[config.mk]
export PLATFORM = sky130hd
export DESIGN_NAME = vai_tx_c0_arbiter_flat
export DESIGN_NICKNAME = d
export VERILOG_FILES = /design/src/rtl/vai_tx_c0_arbiter_if.sv /design/src/rtl/vai_tx_c0_arbiter.sv /design/src/flat_wrapper.sv
export SDC_FILE = /design/constraint.sdc
export NUM_CORES = 1
export LEC_CHECK = 0
export CORE_ASPECT_RATIO = 0.6
export CORE_MARGIN = 2
export CORE_UTILIZATION = 29
export CTS_CLUSTER_DIAMETER = 40
export DETAILED_ROUTE_END_ITERATION = 8
export PLACE_DENSITY_LB_ADDON = 0.15
export SLEW_MARGIN = 20
export SYNTH_ARGS = -nofsm -noshare
export SYNTH_HDL_FRONTEND = slang
export SYNTH_SLANG_ARGS = --single-unit
[constraint.sdc]
create_clock -name clk -period 12.8 [get_ports clk]
set_input_delay 2.56 -clock clk [delete_from_list [all_inputs] [get_ports clk]]
set_output_delay 2.56 -clock clk [all_outputs]
set_load 0.005 [all_outputs]
[src/rtl/vai_tx_c0_arbiter_if.sv]
// CCI-P c0 Tx read-request sharing bus: per-AFU request side, upstream
// issue side, Rx response-return pulses and per-AFU address offsets.
interface vai_tx_c0_arbiter_if #(
  parameter int NUM_SUB_AFUS = 8,
  parameter int VMID_WIDTH   = $clog2(NUM_SUB_AFUS)
);
  logic [NUM_SUB_AFUS-1:0]        afu_req_valid;
  logic [NUM_SUB_AFUS-1:0][41:0]  afu_req_addr;
  logic [NUM_SUB_AFUS-1:0][15:0]  afu_req_mdata;
  logic [NUM_SUB_AFUS-1:0]        afu_req_ready;
  logic [NUM_SUB_AFUS-1:0][63:0]  offset_array;
  logic                           rsp_valid;
  logic [VMID_WIDTH-1:0]          rsp_vmid;
  logic                           up_almfull;
  logic                           up_req_valid;
  logic [41:0]                    up_req_addr;
  logic [15:0]                    up_req_mdata;
  logic [NUM_SUB_AFUS-1:0]        err_underflow;

  // Arbiter side
  modport slave (
    input  afu_req_valid, afu_req_addr, afu_req_mdata, offset_array,
    input  rsp_valid, rsp_vmid, up_almfull,
    output afu_req_ready, up_req_valid, up_req_addr, up_req_mdata, err_underflow
  );

  // Requester / environment side
  modport master (
    output afu_req_valid, afu_req_addr, afu_req_mdata, offset_array,
    output rsp_valid, rsp_vmid, up_almfull,
    input  afu_req_ready, up_req_valid, up_req_addr, up_req_mdata, err_underflow
  );
endinterface

[src/rtl/vai_tx_c0_arbiter.sv]
// Round-robin arbiter sharing the upstream c0 Tx read channel among sub-AFUs.
// Each AFU feeds a 2-entry FIFO; the winner's request is translated (base
// offset added, vmid stamped into the top mdata bits) into a registered
// upstream issue slot. Per-AFU outstanding reads are bounded using the Rx
// response-return pulses.
module vai_tx_c0_arbiter #(
  parameter int NUM_SUB_AFUS    = 8,
  parameter int VMID_WIDTH      = $clog2(NUM_SUB_AFUS),
  parameter int MAX_OUTSTANDING = 64
) (
  input  logic               clk,
  input  logic               reset,
  vai_tx_c0_arbiter_if.slave bus
);

  localparam int              N       = NUM_SUB_AFUS;
  localparam int              IDX_W   = $clog2(NUM_SUB_AFUS);
  localparam int              MD_LO_W = 16 - VMID_WIDTH;
  localparam logic [7:0]      MAX_CNT = 8'(MAX_OUTSTANDING);

  // FIFO state: occupancy, read head and two storage slots per AFU
  logic [N-1:0][1:0]       fcnt_q;
  logic [N-1:0]            fhead_q;
  logic [N-1:0][1:0][41:0] faddr_q;
  logic [N-1:0][1:0][15:0] fmd_q;

  // Per-AFU in-flight read counters and sticky underflow flags
  logic [N-1:0][7:0]       ocnt_q;
  logic [N-1:0]            err_q;

  // Arbitration / issue state
  logic [IDX_W-1:0]        ptr_q;
  logic                    almfull_q;
  logic                    up_valid_q;
  logic [41:0]             up_addr_q;
  logic [15:0]             up_md_q;

  // Combinational decode
  logic [N-1:0]            ready;
  logic [N-1:0]            push;
  logic [N-1:0]            pop;
  logic [N-1:0]            elig;
  logic [N-1:0]            rsp_hit;
  logic [N-1:0]            wr_idx;
  logic                    gnt_vld;
  logic [IDX_W-1:0]        gnt_idx;
  logic [IDX_W-1:0]        cand;
  logic [41:0]             head_addr;
  logic [15:0]             head_md;
  logic [41:0]             gnt_addr_d;
  logic [15:0]             gnt_md_d;

  // Only the low 42 bits of each offset take part in translation
  logic                    unused_offset_hi;

  // Per-AFU FIFO handshake, eligibility and response decode
  always_comb begin
    ready   = '0;
    push    = '0;
    elig    = '0;
    rsp_hit = '0;
    wr_idx  = '0;
    for (int i = 0; i < N; i++) begin
      ready[i]   = (fcnt_q[i] != 2'd2);
      push[i]    = bus.afu_req_valid[i] && ready[i];
      elig[i]    = (fcnt_q[i] != 2'd0) && (ocnt_q[i] < MAX_CNT);
      rsp_hit[i] = bus.rsp_valid && (bus.rsp_vmid == VMID_WIDTH'(i));
      // Empty: write at head; one entry: write behind it
      wr_idx[i]  = fhead_q[i] ^ fcnt_q[i][0];
    end
  end

  // Round-robin search starting at ptr_q; index arithmetic wraps since N is 2^k
  always_comb begin
    gnt_vld = 1'b0;
    gnt_idx = '0;
    cand    = '0;
    if (!almfull_q) begin
      for (int k = 0; k < N; k++) begin
        cand = ptr_q + IDX_W'(k);
        if (!gnt_vld && elig[cand]) begin
          gnt_vld = 1'b1;
          gnt_idx = cand;
        end
      end
    end
  end

  // Pop decode and request translation for the winner
  always_comb begin
    pop = '0;
    for (int i = 0; i < N; i++) begin
      pop[i] = gnt_vld && (gnt_idx == IDX_W'(i));
    end
    head_addr  = faddr_q[gnt_idx][fhead_q[gnt_idx]];
    head_md    = fmd_q[gnt_idx][fhead_q[gnt_idx]];
    gnt_addr_d = head_addr + bus.offset_array[gnt_idx][41:0];
    gnt_md_d   = {VMID_WIDTH'(gnt_idx), head_md[MD_LO_W-1:0]};
  end

  always_comb begin
    unused_offset_hi = 1'b0;
    for (int i = 0; i < N; i++) begin
      unused_offset_hi = unused_offset_hi ^ (^bus.offset_array[i][63:42]);
    end
  end

  // FIFO occupancy and head pointer; push+pop on one AFU keeps the count
  always_ff @(posedge clk) begin
    if (!reset) begin
      fcnt_q  <= '0;
      fhead_q <= '0;
    end else begin
      for (int i = 0; i < N; i++) begin
        if (push[i] && !pop[i]) begin
          fcnt_q[i] <= fcnt_q[i] + 2'd1;
        end else if (pop[i] && !push[i]) begin
          fcnt_q[i] <= fcnt_q[i] - 2'd1;
        end
        if (pop[i]) begin
          fhead_q[i] <= ~fhead_q[i];
        end
      end
    end
  end

  // FIFO storage writes (data only, no reset needed)
  always_ff @(posedge clk) begin
    for (int i = 0; i < N; i++) begin
      if (push[i]) begin
        faddr_q[i][wr_idx[i]] <= bus.afu_req_addr[i];
        fmd_q[i][wr_idx[i]]   <= bus.afu_req_mdata[i];
      end
    end
  end

  // Outstanding-read counters; a response at zero flags a sticky underflow
  always_ff @(posedge clk) begin
    if (!reset) begin
      ocnt_q <= '0;
      err_q  <= '0;
    end else begin
      for (int i = 0; i < N; i++) begin
        if (pop[i] && !rsp_hit[i]) begin
          ocnt_q[i] <= ocnt_q[i] + 8'd1;
        end else if (rsp_hit[i] && !pop[i]) begin
          if (ocnt_q[i] == 8'd0) begin
            err_q[i] <= 1'b1;
          end else begin
            ocnt_q[i] <= ocnt_q[i] - 8'd1;
          end
        end
      end
    end
  end

  // Almost-full register, RR pointer and upstream issue register
  always_ff @(posedge clk) begin
    if (!reset) begin
      almfull_q  <= 1'b0;
      ptr_q      <= '0;
      up_valid_q <= 1'b0;
      up_addr_q  <= '0;
      up_md_q    <= '0;
    end else begin
      almfull_q  <= bus.up_almfull;
      up_valid_q <= gnt_vld;
      if (gnt_vld) begin
        ptr_q     <= gnt_idx + IDX_W'(1);
        up_addr_q <= gnt_addr_d;
        up_md_q   <= gnt_md_d;
      end
    end
  end

  assign bus.afu_req_ready = ready;
  assign bus.up_req_valid  = up_valid_q;
  assign bus.up_req_addr   = up_addr_q;
  assign bus.up_req_mdata  = up_md_q;
  assign bus.err_underflow = err_q;

endmodule

[src/flat_wrapper.sv]
// flat-port wrapper written by rule: the top's interface ports become plain ports
module vai_tx_c0_arbiter_flat 
#(
  parameter int NUM_SUB_AFUS    = 8,
  parameter int VMID_WIDTH      = $clog2(NUM_SUB_AFUS),
  parameter int MAX_OUTSTANDING = 64
)
  (clk, reset, bus_afu_req_valid, bus_afu_req_addr, bus_afu_req_mdata, bus_offset_array, bus_rsp_valid, bus_rsp_vmid, bus_up_almfull, bus_afu_req_ready, bus_up_req_valid, bus_up_req_addr, bus_up_req_mdata, bus_err_underflow);
  vai_tx_c0_arbiter_if #(.NUM_SUB_AFUS(NUM_SUB_AFUS), .VMID_WIDTH(VMID_WIDTH)) bus_i ();
  input  logic clk;
  input  logic reset;
  input wire logic [$bits(bus_i.afu_req_valid)-1:0] bus_afu_req_valid;
  input wire logic [$bits(bus_i.afu_req_addr)-1:0] bus_afu_req_addr;
  input wire logic [$bits(bus_i.afu_req_mdata)-1:0] bus_afu_req_mdata;
  input wire logic [$bits(bus_i.offset_array)-1:0] bus_offset_array;
  input wire logic [$bits(bus_i.rsp_valid)-1:0] bus_rsp_valid;
  input wire logic [$bits(bus_i.rsp_vmid)-1:0] bus_rsp_vmid;
  input wire logic [$bits(bus_i.up_almfull)-1:0] bus_up_almfull;
  output wire logic [$bits(bus_i.afu_req_ready)-1:0] bus_afu_req_ready;
  output wire logic [$bits(bus_i.up_req_valid)-1:0] bus_up_req_valid;
  output wire logic [$bits(bus_i.up_req_addr)-1:0] bus_up_req_addr;
  output wire logic [$bits(bus_i.up_req_mdata)-1:0] bus_up_req_mdata;
  output wire logic [$bits(bus_i.err_underflow)-1:0] bus_err_underflow;
  assign bus_i.afu_req_valid = bus_afu_req_valid;
  assign bus_i.afu_req_addr = bus_afu_req_addr;
  assign bus_i.afu_req_mdata = bus_afu_req_mdata;
  assign bus_i.offset_array = bus_offset_array;
  assign bus_i.rsp_valid = bus_rsp_valid;
  assign bus_i.rsp_vmid = bus_rsp_vmid;
  assign bus_i.up_almfull = bus_up_almfull;
  assign bus_afu_req_ready = bus_i.afu_req_ready;
  assign bus_up_req_valid = bus_i.up_req_valid;
  assign bus_up_req_addr = bus_i.up_req_addr;
  assign bus_up_req_mdata = bus_i.up_req_mdata;
  assign bus_err_underflow = bus_i.err_underflow;
  vai_tx_c0_arbiter #(.NUM_SUB_AFUS(NUM_SUB_AFUS), .VMID_WIDTH(VMID_WIDTH), .MAX_OUTSTANDING(MAX_OUTSTANDING)) u_core (.clk(clk), .reset(reset), .bus(bus_i));
endmodule
Word level (Yosys, flattened, before mapping)
Cells that the tools add are included.
{"block": "word_totals", "output_inout_bits": 75, "ff_bits": 1087}
{"block": "op_classes", "order_cmp": 34, "reduce_logical": 160, "mux": 141, "eq_ne": 30, "add_sub_neg": 41, "bitwise_logic": 24}
{"operator": "bitwise mux 84 bit", "count": 8}
{"operator": "2-to-1 mux 42 bit", "count": 11}
{"operator": "demux 42 bit (select 1 bit)", "count": 8}
{"operator": "bitwise mux 32 bit", "count": 8}
{"operator": "binary-select mux 84 bit (select 3 bit)", "count": 1}
{"operator": "binary-select mux 64 bit (select 3 bit)", "count": 1}
{"operator": "2-to-1 mux 8 bit", "count": 24}
{"operator": "demux 16 bit (select 1 bit)", "count": 8}
{"operator": "2-to-1 mux 16 bit", "count": 8}
{"operator": "binary-select mux 32 bit (select 3 bit)", "count": 1}
{"operator": "2-to-1 mux 84 bit", "count": 1}
{"operator": "logical AND 1 bit", "count": 79}
{"operator": "adder 8 x 1 -> 8 bit, second input constant", "count": 8}
{"operator": "zero test 8 bit", "count": 8}
{"operator": "< comparator 8 x 7 -> 1 bit, second input constant", "count": 8}
{"operator": "subtractor 8 x 1 -> 8 bit, second input constant", "count": 8}
{"operator": "nonzero test 2 bit", "count": 24}
{"operator": "adder 42 bit", "count": 1}
{"operator": "< comparator 3 x 4 -> 1 bit, second input constant", "count": 9}
{"operator": "2-to-1 mux 2 bit", "count": 16}
{"operator": "zero test 1 bit", "count": 31}
{"operator": "2-to-1 mux 29 bit", "count": 1}
{"operator": "binary-select mux 1 bit (select 3 bit)", "count": 9}
{"operator": "2-to-1 mux 3 bit", "count": 9}
{"operator": "other kinds (19)", "count": 140}

Depth between registers and ports, before layout
Gate-level depths: netlist of run 1.
{"block": "depth", "ltp_word": 40, "ltp_mapped": 35, "depth_no_buf": 30}

Worst setup path before layout of run 1
No wires, ideal clock.
{"block": "synth_timing", "path_kind": "reg2reg", "start": "register u_core.ptr_q[0]", "end": "register u_core.up_addr_q[40] (netlist: u_core.bus.up_req_addr[40])", "t_arrival_ns": 7.005, "period_less_slack_ns": 7.135, "stages_incl_launch_ff": 36, "n_path_buf": 7, "slack_ns": 5.665, "cell_sequence": "dfxtp_1 buf_2 inv_1 ha_1 buf_2 mux4_2 mux2_2 o311ai_1 a211oi_1 a221o_1 buf_4 inv_4 buf_6 buf_6 buf_2 buf_2 nand2_1 a311oi_1 a31oi_1 a21oi_1 ha_1 inv_1 fa_1 nor2b_1 o21a_1 o21ai_0 a211oi_1 o31a_1 a41o_1 a21oi_1 o31a_1 o31ai_1 a21oi_1 a21oi_1 xnor2_1 o21ai_0"}
{"block": "synth_between", "elab_chain_cells": 37}
{"element": "start, declared", "line": "vai_tx_c0_arbiter.sv:32", "text": "logic [IDX_W-1:0] ptr_q;"}
{"element": "start signal, assigned", "line": "vai_tx_c0_arbiter.sv:169", "text": "ptr_q <= gnt_idx + IDX_W'(1);"}
{"element": "branches (longest 37 deep; another with adder 3 x 1 -> 3 bit)"}
{"element": "end signal, assigned", "line": "vai_tx_c0_arbiter.sv:170", "text": "up_addr_q <= gnt_addr_d;"}
{"element": "end, declared", "line": "vai_tx_c0_arbiter.sv:35", "text": "logic [41:0] up_addr_q;"}
Several ways; the timed one is not identified. The select of a mux whose other input is x is not followed.
A chain may end at the register's enable or synchronous reset.

Worst setup path after layout of run 1
{"block": "layout_timing", "start": "register u_core.ptr_q[1]", "end": "register u_core.up_addr_q[41] (netlist: u_core.bus.up_req_addr[41])"}
The elaborated chain is that of the path after synthesis.

==> impl_metrics.py, run 1 <==
metrics = {
    "finish": {
        "nNetsFinal": 6423,
        "area_growth_pct": 32.53,
        "final.fill_count": 16170,
        "drive_gt1_frac": 0.07670,
    },
    "sta": {
        "slew_headroom": 0.1308,
        "setup_viol": 0,
        "skew_ns": 0.03973,
        "hold_violations": 0,
        "period_minus_slack_ns": 11.48,
        "report.final.slew_viol_count": 0,
        "tns_ns": 0,
        "fmax_ghz": 0.08713,
        "rsz0062_at_grt": "false",
        "fin_crit_sh": 0.8966,
        "worstMarginPinSlew_ns": 1.304,
    },
    "drt": {
        "wl_per_cell_um": 26.14,
        "antenna_left": 0,
        "wl_mm": 200.4,
        "wl_met3_mm": 13.02,
        "drtPass1Iterations": 5,
        "drc": 0,
        "met1Wirelength_mm": 95.00,
        "top_layer": "met5",
        "drt-initial-drc-count": 3269,
        "num_vias": 38200,
        "vias_per_cell": 4.982,
        "met2_wirelength_mm": 88.74,
    },
    "critical_path": {
        "start_kind": "register",
        "cp_slowest_cell": "a2111oi_1",
        "rrSetupSlack_ns": 1.32,
        "worst-endpoint-required_ns": 13.48,
        "crit_fanout": 62,
        "crit_family": "compound AO/OA/AOI/OAI gates",
        "r2r-start": "u_core.ptr_q[1]$_SDFFE_PN0P_",
        "reg2reg_depth": 28,
        "cp.arrival_ns": 12.15,
        "critPathMaxStageDelay_ns": 0.99,
        "crit_buf_inv": 2,
        "critical_path_class": "reg -> reg",
        "cp-end-kind": "register",
        "rr_endpoint": "u_core.bus.up_req_addr[41]$_SDFFE_PN0P_",
    },
    "global_route": {
        "grt_pass1_vias": 36530,
        "overflow": 0,
        "grt_antenna_before_repair": 33,
        "grt_util_all_layers": 0.2276,
        "grt_max_degree": 209,
        "grt_pass1_wl_mm": 277.0,
    },
    "synth": {
        "synth_top_area_cell": "edfxtp_1",
        "syn-cell-area_um2": 48790,
        "yosys.area.top_type_share": 0.5416,
        "synthTopCellsByArea": "edfxtp_1 54%, nand2_1 11%, dfxtp_1 6.5%, a311oi_1 3.8%, nand3_1 3.4%",
        "synth_seq_cells": 1039,
        "syn_avg_cell_area_um2": 10.86,
        "syn_nets": 5615,
        "yosysWarnings": 0,
        "synth_edf_count": 880,
        "seq_area_frac_synth": 0.6069,
        "synth_cell_type_count": 67,
        "ys.flop_type": "edfxtp_1",
        "syn_inst": 4494,
        "synthArstFlopShare": 0,
    },
    "die": {
        "rows": 116,
        "die_h_um": 321.7,
        "start_util": 0.2923,
        "coreArea_um2": 166900,
        "die_x_um": 533.5,
        "pin_count": 1066,
        "die-area_um2": 171600,
    },
    "worst_hold_path": {
        "min_to": "u_core.bus.up_req_addr[18]$_SDFFE_PN0P_",
        "hold_start": "u_core.bus.up_req_addr[18]$_SDFFE_PN0P_",
        "worstHoldPathType": "reg -> reg",
        "worstHoldPathCells": 2,
    },
    "clocking": {
        "clkSinkCount": 1039,
        "cts_resized": 0,
        "postCtsSetupRepairBufs": 0,
        "h-tree-depth": 4,
        "cts_made_buffers": 137,
        "clk_latency_ns": 0.77,
        "clock_path_buffers": 3,
        "hold_buffers": 0,
        "tritoncts": "done",
        "cts_root_buf": "clkbuf_16",
        "clkSlewWorstSetupHoldPaths_ns": 0.05,
    },
    "run": {
        "maxCapViolations": 0,
    },
    "outcome": {
        "status": "finished, final reports clean",
    },
    "place": {
        "dp_hpwl_mm": 142.5,
        "place_congestion": 0.8714,
        "portBuffers": 865,
    },
}
placed cells by master, fill, tap and decap left out, types with 37 or more instances in the layout:
cell             count
nand2_1           1388
edfxtp_1           880
clkdlybuf4s50_1    864
nand3_1            332
a311oi_1           188
dfxtp_1            159
and3_1             153
clkbuf_16          139
ha_1               121
a21oi_1            117
buf_4               86
xnor2_1             77
a21boi_0            68
inv_1               61
a21o_1              60
o21ai_0             57
xor2_1              55
nor2_1              52
and2_1              51
a31oi_1             45
a31o_2              42
mux2i_1             37
Yosys cell counts (all sizes together), types with 68 or more instances:
cell type  instances
nand2           1390
buf              122
ha               121
clkbuf           167
a311oi           214
nand3            332
dfxtp            159
xnor2             77
a21oi            117
edfxtp           880
and3             161
a21boi            68
flip-flops by register name (all words and copies together), names as in the netlist:
register / flops
u_core.bus.up_req_addr: 42
u_core.bus.up_req_valid: 1
u_core.fcnt_q: 16
u_core.almfull_q: 1
u_core.faddr_q: 672
u_core.bus.up_req_mdata: 16
u_core.ocnt_q: 64
u_core.bus.err_underflow: 8
u_core.fhead_q: 8
u_core.fmd_q: 208
u_core.ptr_q: 3
worst max-delay path by stage:
stage	from	to	slack [ns]	cells past startpoint
after floorplan	u_core.ptr_q[0]$_SDFFE_PN0P_	u_core.bus.up_req_addr[40]$_SDFFE_PN0P_	5.66	35
after global placement	u_core.ptr_q[1]$_SDFFE_PN0P_	u_core.bus.up_req_addr[41]$_SDFFE_PN0P_	1.41	28
after detailed placement	u_core.ptr_q[1]$_SDFFE_PN0P_	u_core.bus.up_req_addr[41]$_SDFFE_PN0P_	1.58	28
after CTS	u_core.ptr_q[1]$_SDFFE_PN0P_	u_core.bus.up_req_addr[41]$_SDFFE_PN0P_	1.52	28
after global routing	u_core.ptr_q[1]$_SDFFE_PN0P_	u_core.bus.up_req_addr[41]$_SDFFE_PN0P_	0.81	28
final	u_core.ptr_q[1]$_SDFFE_PN0P_	u_core.bus.up_req_addr[41]$_SDFFE_PN0P_	1.32	28
routing by layer:
metal | vias to the layer above | track usage
met1 | 18830 | 0.3287
li1 | 17930 | -
met4 | 26 | 0.04824
met3 | 196 | 0.04771
met5 | - | 0
met2 | 1219 | 0.3493
tightest hold or removal path, cell delays in order, from the launching register on:
cell and delay, ns:
dfxtp_1 0.30, nand2_1 0.05, a21boi_0 0.06
cells by family (layout without fill, tap and decap cells):
family,after synthesis,after routing,synth area share
other,0,14,0
adders and majority gates,130,130,0.03472
AOI/OAI and AO/OA,707,707,0.1061
and+or+nand+nor,2079,2079,0.1838
muxes,53,53,0.01387
DFF,1039,1039,0.6069
buffers and inverters,354,1271,0.03095
xor gates and xnor gates,132,132,0.02370
stage by stage:
step	std cells	hold WS [ns]	worst slack [ns]	util	instance area [um^2]
4_1_cts	7653	0.4657	1.519	0.3872	64620
2_1_floorplan	4494	0.4575	5.665	-	48790
3_5_place_dp	7405	0.4586	1.583	0.3602	60130
6_report	7667	0.4626	1.323	0.3874	64660
3_3_place_gp	7404	0.4535	1.405	0.3600	60090
5_1_grt	7661	0.4872	0.8085	0.3873	64640
cell type report:
type / count / area [um^2] / share of cell area
inverters: 65 / 275.3 / 0.004257
repair buffers: 958 / 9454 / 0.1462
clock inverters: 85 / 887.1 / 0.01372
flip-flops and latches: 1039 / 29610 / 0.4579
multi-input cells: 3101 / 17990 / 0.2782
clock buffers: 163 / 3608 / 0.05581
diodes: 14 / 35.03 / 0.0005418
well taps: 2242 / 2805 / 0.04338
Power of run 1 is not shown: default switching activity piles up to over one toggle a cycle in this logic, so the estimate is an artifact.
==> run 2: changes to the inputs <==
Settings changed: CAP_MARGIN set to 20, CTS_CLUSTER_SIZE set to 24, DONT_BUFFER_PORTS set to 1.
==> run 2 against run 1 <==
Sequential cell count unchanged. Register-to-register slack better by 0.37 ns. Global-route usage down 0.82 points. Via count down 7.8%. Clock skew up 0.035 ns. Count of clock-buffer cells in the layout down 5. Hold slack better by 0.024 ns. First-iteration DRC count up 10%. Routed wire length down 2.5%. Highest routed layer unchanged.
==> impl_metrics.py, run 2 (same netlist as run 1, synthesis figures left out) <==
metrics = {
    "finish": {
        "nNetsFinal": 5567,
        "largest_reg_flops": 672,
        "final.fill_count": 16810,
        "multi_input_area_um2": 17990,
        "final_cell_mix": "1388 x nand2_1, 880 x edfxtp_1, 332 x nand3_1, 185 x a311oi_1, 159 x dfxtp_1",
        "drive_gt1_frac": 0.09738,
        "regArea_um2": 29610,
        "layout_commonest_cell": "nand2_1",
        "area_growth_pct": 15.50,
    },
    "sta": {
        "fmax_ghz": 0.09004,
        "rsz0062_at_grt": "false",
        "tns_ns": 0,
        "period_minus_slack_ns": 11.11,
        "report.final.slew_viol_count": 0,
        "holdWs_ns": 0.4870,
        "hold_violations": 0,
        "setup_viol": 0,
        "skew_ns": 0.07424,
        "worstMarginPinSlew_ns": 1.285,
        "fin_crit_sh": 0.8677,
        "slew_headroom": 0.1436,
    },
    "die": {
        "rows": 116,
        "die_x_um": 533.5,
        "die_h_um": 321.7,
        "start_util": 0.2923,
        "pin_count": 1066,
        "die-area_um2": 171600,
        "coreArea_um2": 166900,
    },
    "clocking": {
        "postCtsSetupRepairBufs": 0,
        "clkSlewWorstSetupHoldPaths_ns": 0.06,
        "h-tree-depth": 4,
        "tritoncts": "done",
        "hold_buffers": 0,
        "cts_root_buf": "clkbuf_16",
        "clock_path_buffers": 4,
        "clkSinkCount": 1039,
        "cts_made_buffers": 142,
        "cts_resized": 0,
        "clk_latency_ns": 0.79,
    },
    "drt": {
        "num_vias": 35220,
        "drtPass1Iterations": 6,
        "wl_mm": 195.5,
        "drc": 0,
        "antenna_left": 0,
        "wl_per_cell_um": 28.70,
        "vias_per_cell": 5.171,
        "drt-initial-drc-count": 3600,
    },
    "global_route": {
        "grt_max_degree": 197,
        "grt_pass1_wl_mm": 264.3,
        "grt_antenna_before_repair": 50,
        "overflow": 0,
        "grt_busiest_layer": "met2",
        "grt_util_all_layers": 0.2194,
        "use_met2": 0.3317,
        "met1_usage": 0.3060,
        "met3_usage": 0.07134,
        "grt_pass1_vias": 32290,
    },
    "critical_path": {
        "cp_slowest_cell": "a221o_4",
        "cp-end-kind": "register",
        "r2r-start": "u_core.ptr_q[1]$_SDFFE_PN0P_",
        "startpoint": "u_core.ptr_q[1]$_SDFFE_PN0P_",
        "cp.arrival_ns": 11.81,
        "worst-endpoint-required_ns": 13.51,
        "critical_path_class": "reg -> reg",
        "start_kind": "register",
        "critPathMaxStageDelay_ns": 0.89,
        "crit_fanout": 65,
    },
    "place": {
        "place_congestion": 0.8488,
        "dp_hpwl_mm": 139.1,
        "portBuffers": 0,
    },
    "worst_hold_path": {
        "worstHoldPathType": "reg -> reg",
        "hold_start": "u_core.ocnt_q[30]$_SDFFE_PN0P_",
    },
    "outcome": {
        "status": "finished, final reports clean",
    },
    "run": {
        "maxCapViolations": 0,
    },
}
-- run 2: cell types whose count changed in the layout (fill, tap and decap cells not counted), moves of 2 or more --
| cell | change |
|---|---|
| clkinv_4 | +10 |
| diode_2 | +6 |
| clkbuf_16 | +7 |
| a311oi_2 | +4 |
| bufinv_16 | +5 |
| a311oi_1 | -3 |
| clkinv_16 | -2 |
| buf_4 | +2 |
| clkdlybuf4s50_1 | -864 |
| clkinvlp_4 | -4 |
| clkinv_1 | -12 |
| clkbuf_1 | -11 |
| inv_6 | +9 |
-- run 2: final cells by class --
cell class | count | share of cell area
Tap cell | 2242 | 0.04978
Sequential cell | 1039 | 0.5254
Clock buffer | 158 | 0.06617
Clock inverter | 89 | 0.01861
Inverter | 65 | 0.004885
Multi-Input combinational cell | 3101 | 0.3193
Timing Repair Buffer | 97 | 0.01492
Antenna cell | 20 | 0.0008882
-- run 2: stage by stage --
| stage | instance area (um^2) | std cells | util | setup WS [ns] |
|---|---|---|---|---|
| detailed placement | 51520 | 6544 | 0.3086 | 1.818 |
| global route | 56320 | 6798 | 0.3374 | 0.9886 |
| floorplan | 48790 | 4494 | - | 5.665 |
| CTS | 56290 | 6791 | 0.3373 | 1.771 |
| global placement | 51500 | 6543 | 0.3085 | 1.844 |
| finish | 56350 | 6811 | 0.3376 | 1.694 |
-- run 2: per-layer routing --
| layer | share of wire | up-vias |
|---|---|---|
| met2 | 0.44 | 1280 |
| met3 | 0.094 | 240 |
| li1 | - | 16220 |
| met5 | 0.0020 | - |
| met1 | 0.45 | 17430 |
| met4 | 0.018 | 54 |
-- run 2: final timing paths --
| kind | to | slack (ns) | cells after the start |
|---|---|---|---|
| worst max-delay path | u_core.bus.up_req_addr[41]$_SDFFE_PN0P_ | 1.69 | 31 |
| worst min register to register | u_core.ocnt_q[30]$_SDFFE_PN0P_ | 0.49 | 2 |
| worst max register to register | u_core.bus.up_req_addr[41]$_SDFFE_PN0P_ | 1.69 | 31 |
| worst min-delay path | u_core.ocnt_q[30]$_SDFFE_PN0P_ | 0.49 | 2 |
-- run 2: critical path: cells and delay by family, from the launching register on --
kind / cells / cell delay, ns
AOI/OAI and AO/OA: 15 / 4.48
adders and majority gates: 2 / 0.93
buffers and inverters: 5 / 1.16
DFF: 1 / 0.70
muxes: 5 / 2.63
and+or+nand+nor: 4 / 1.08
Power of run 2 is left out for the same reason.
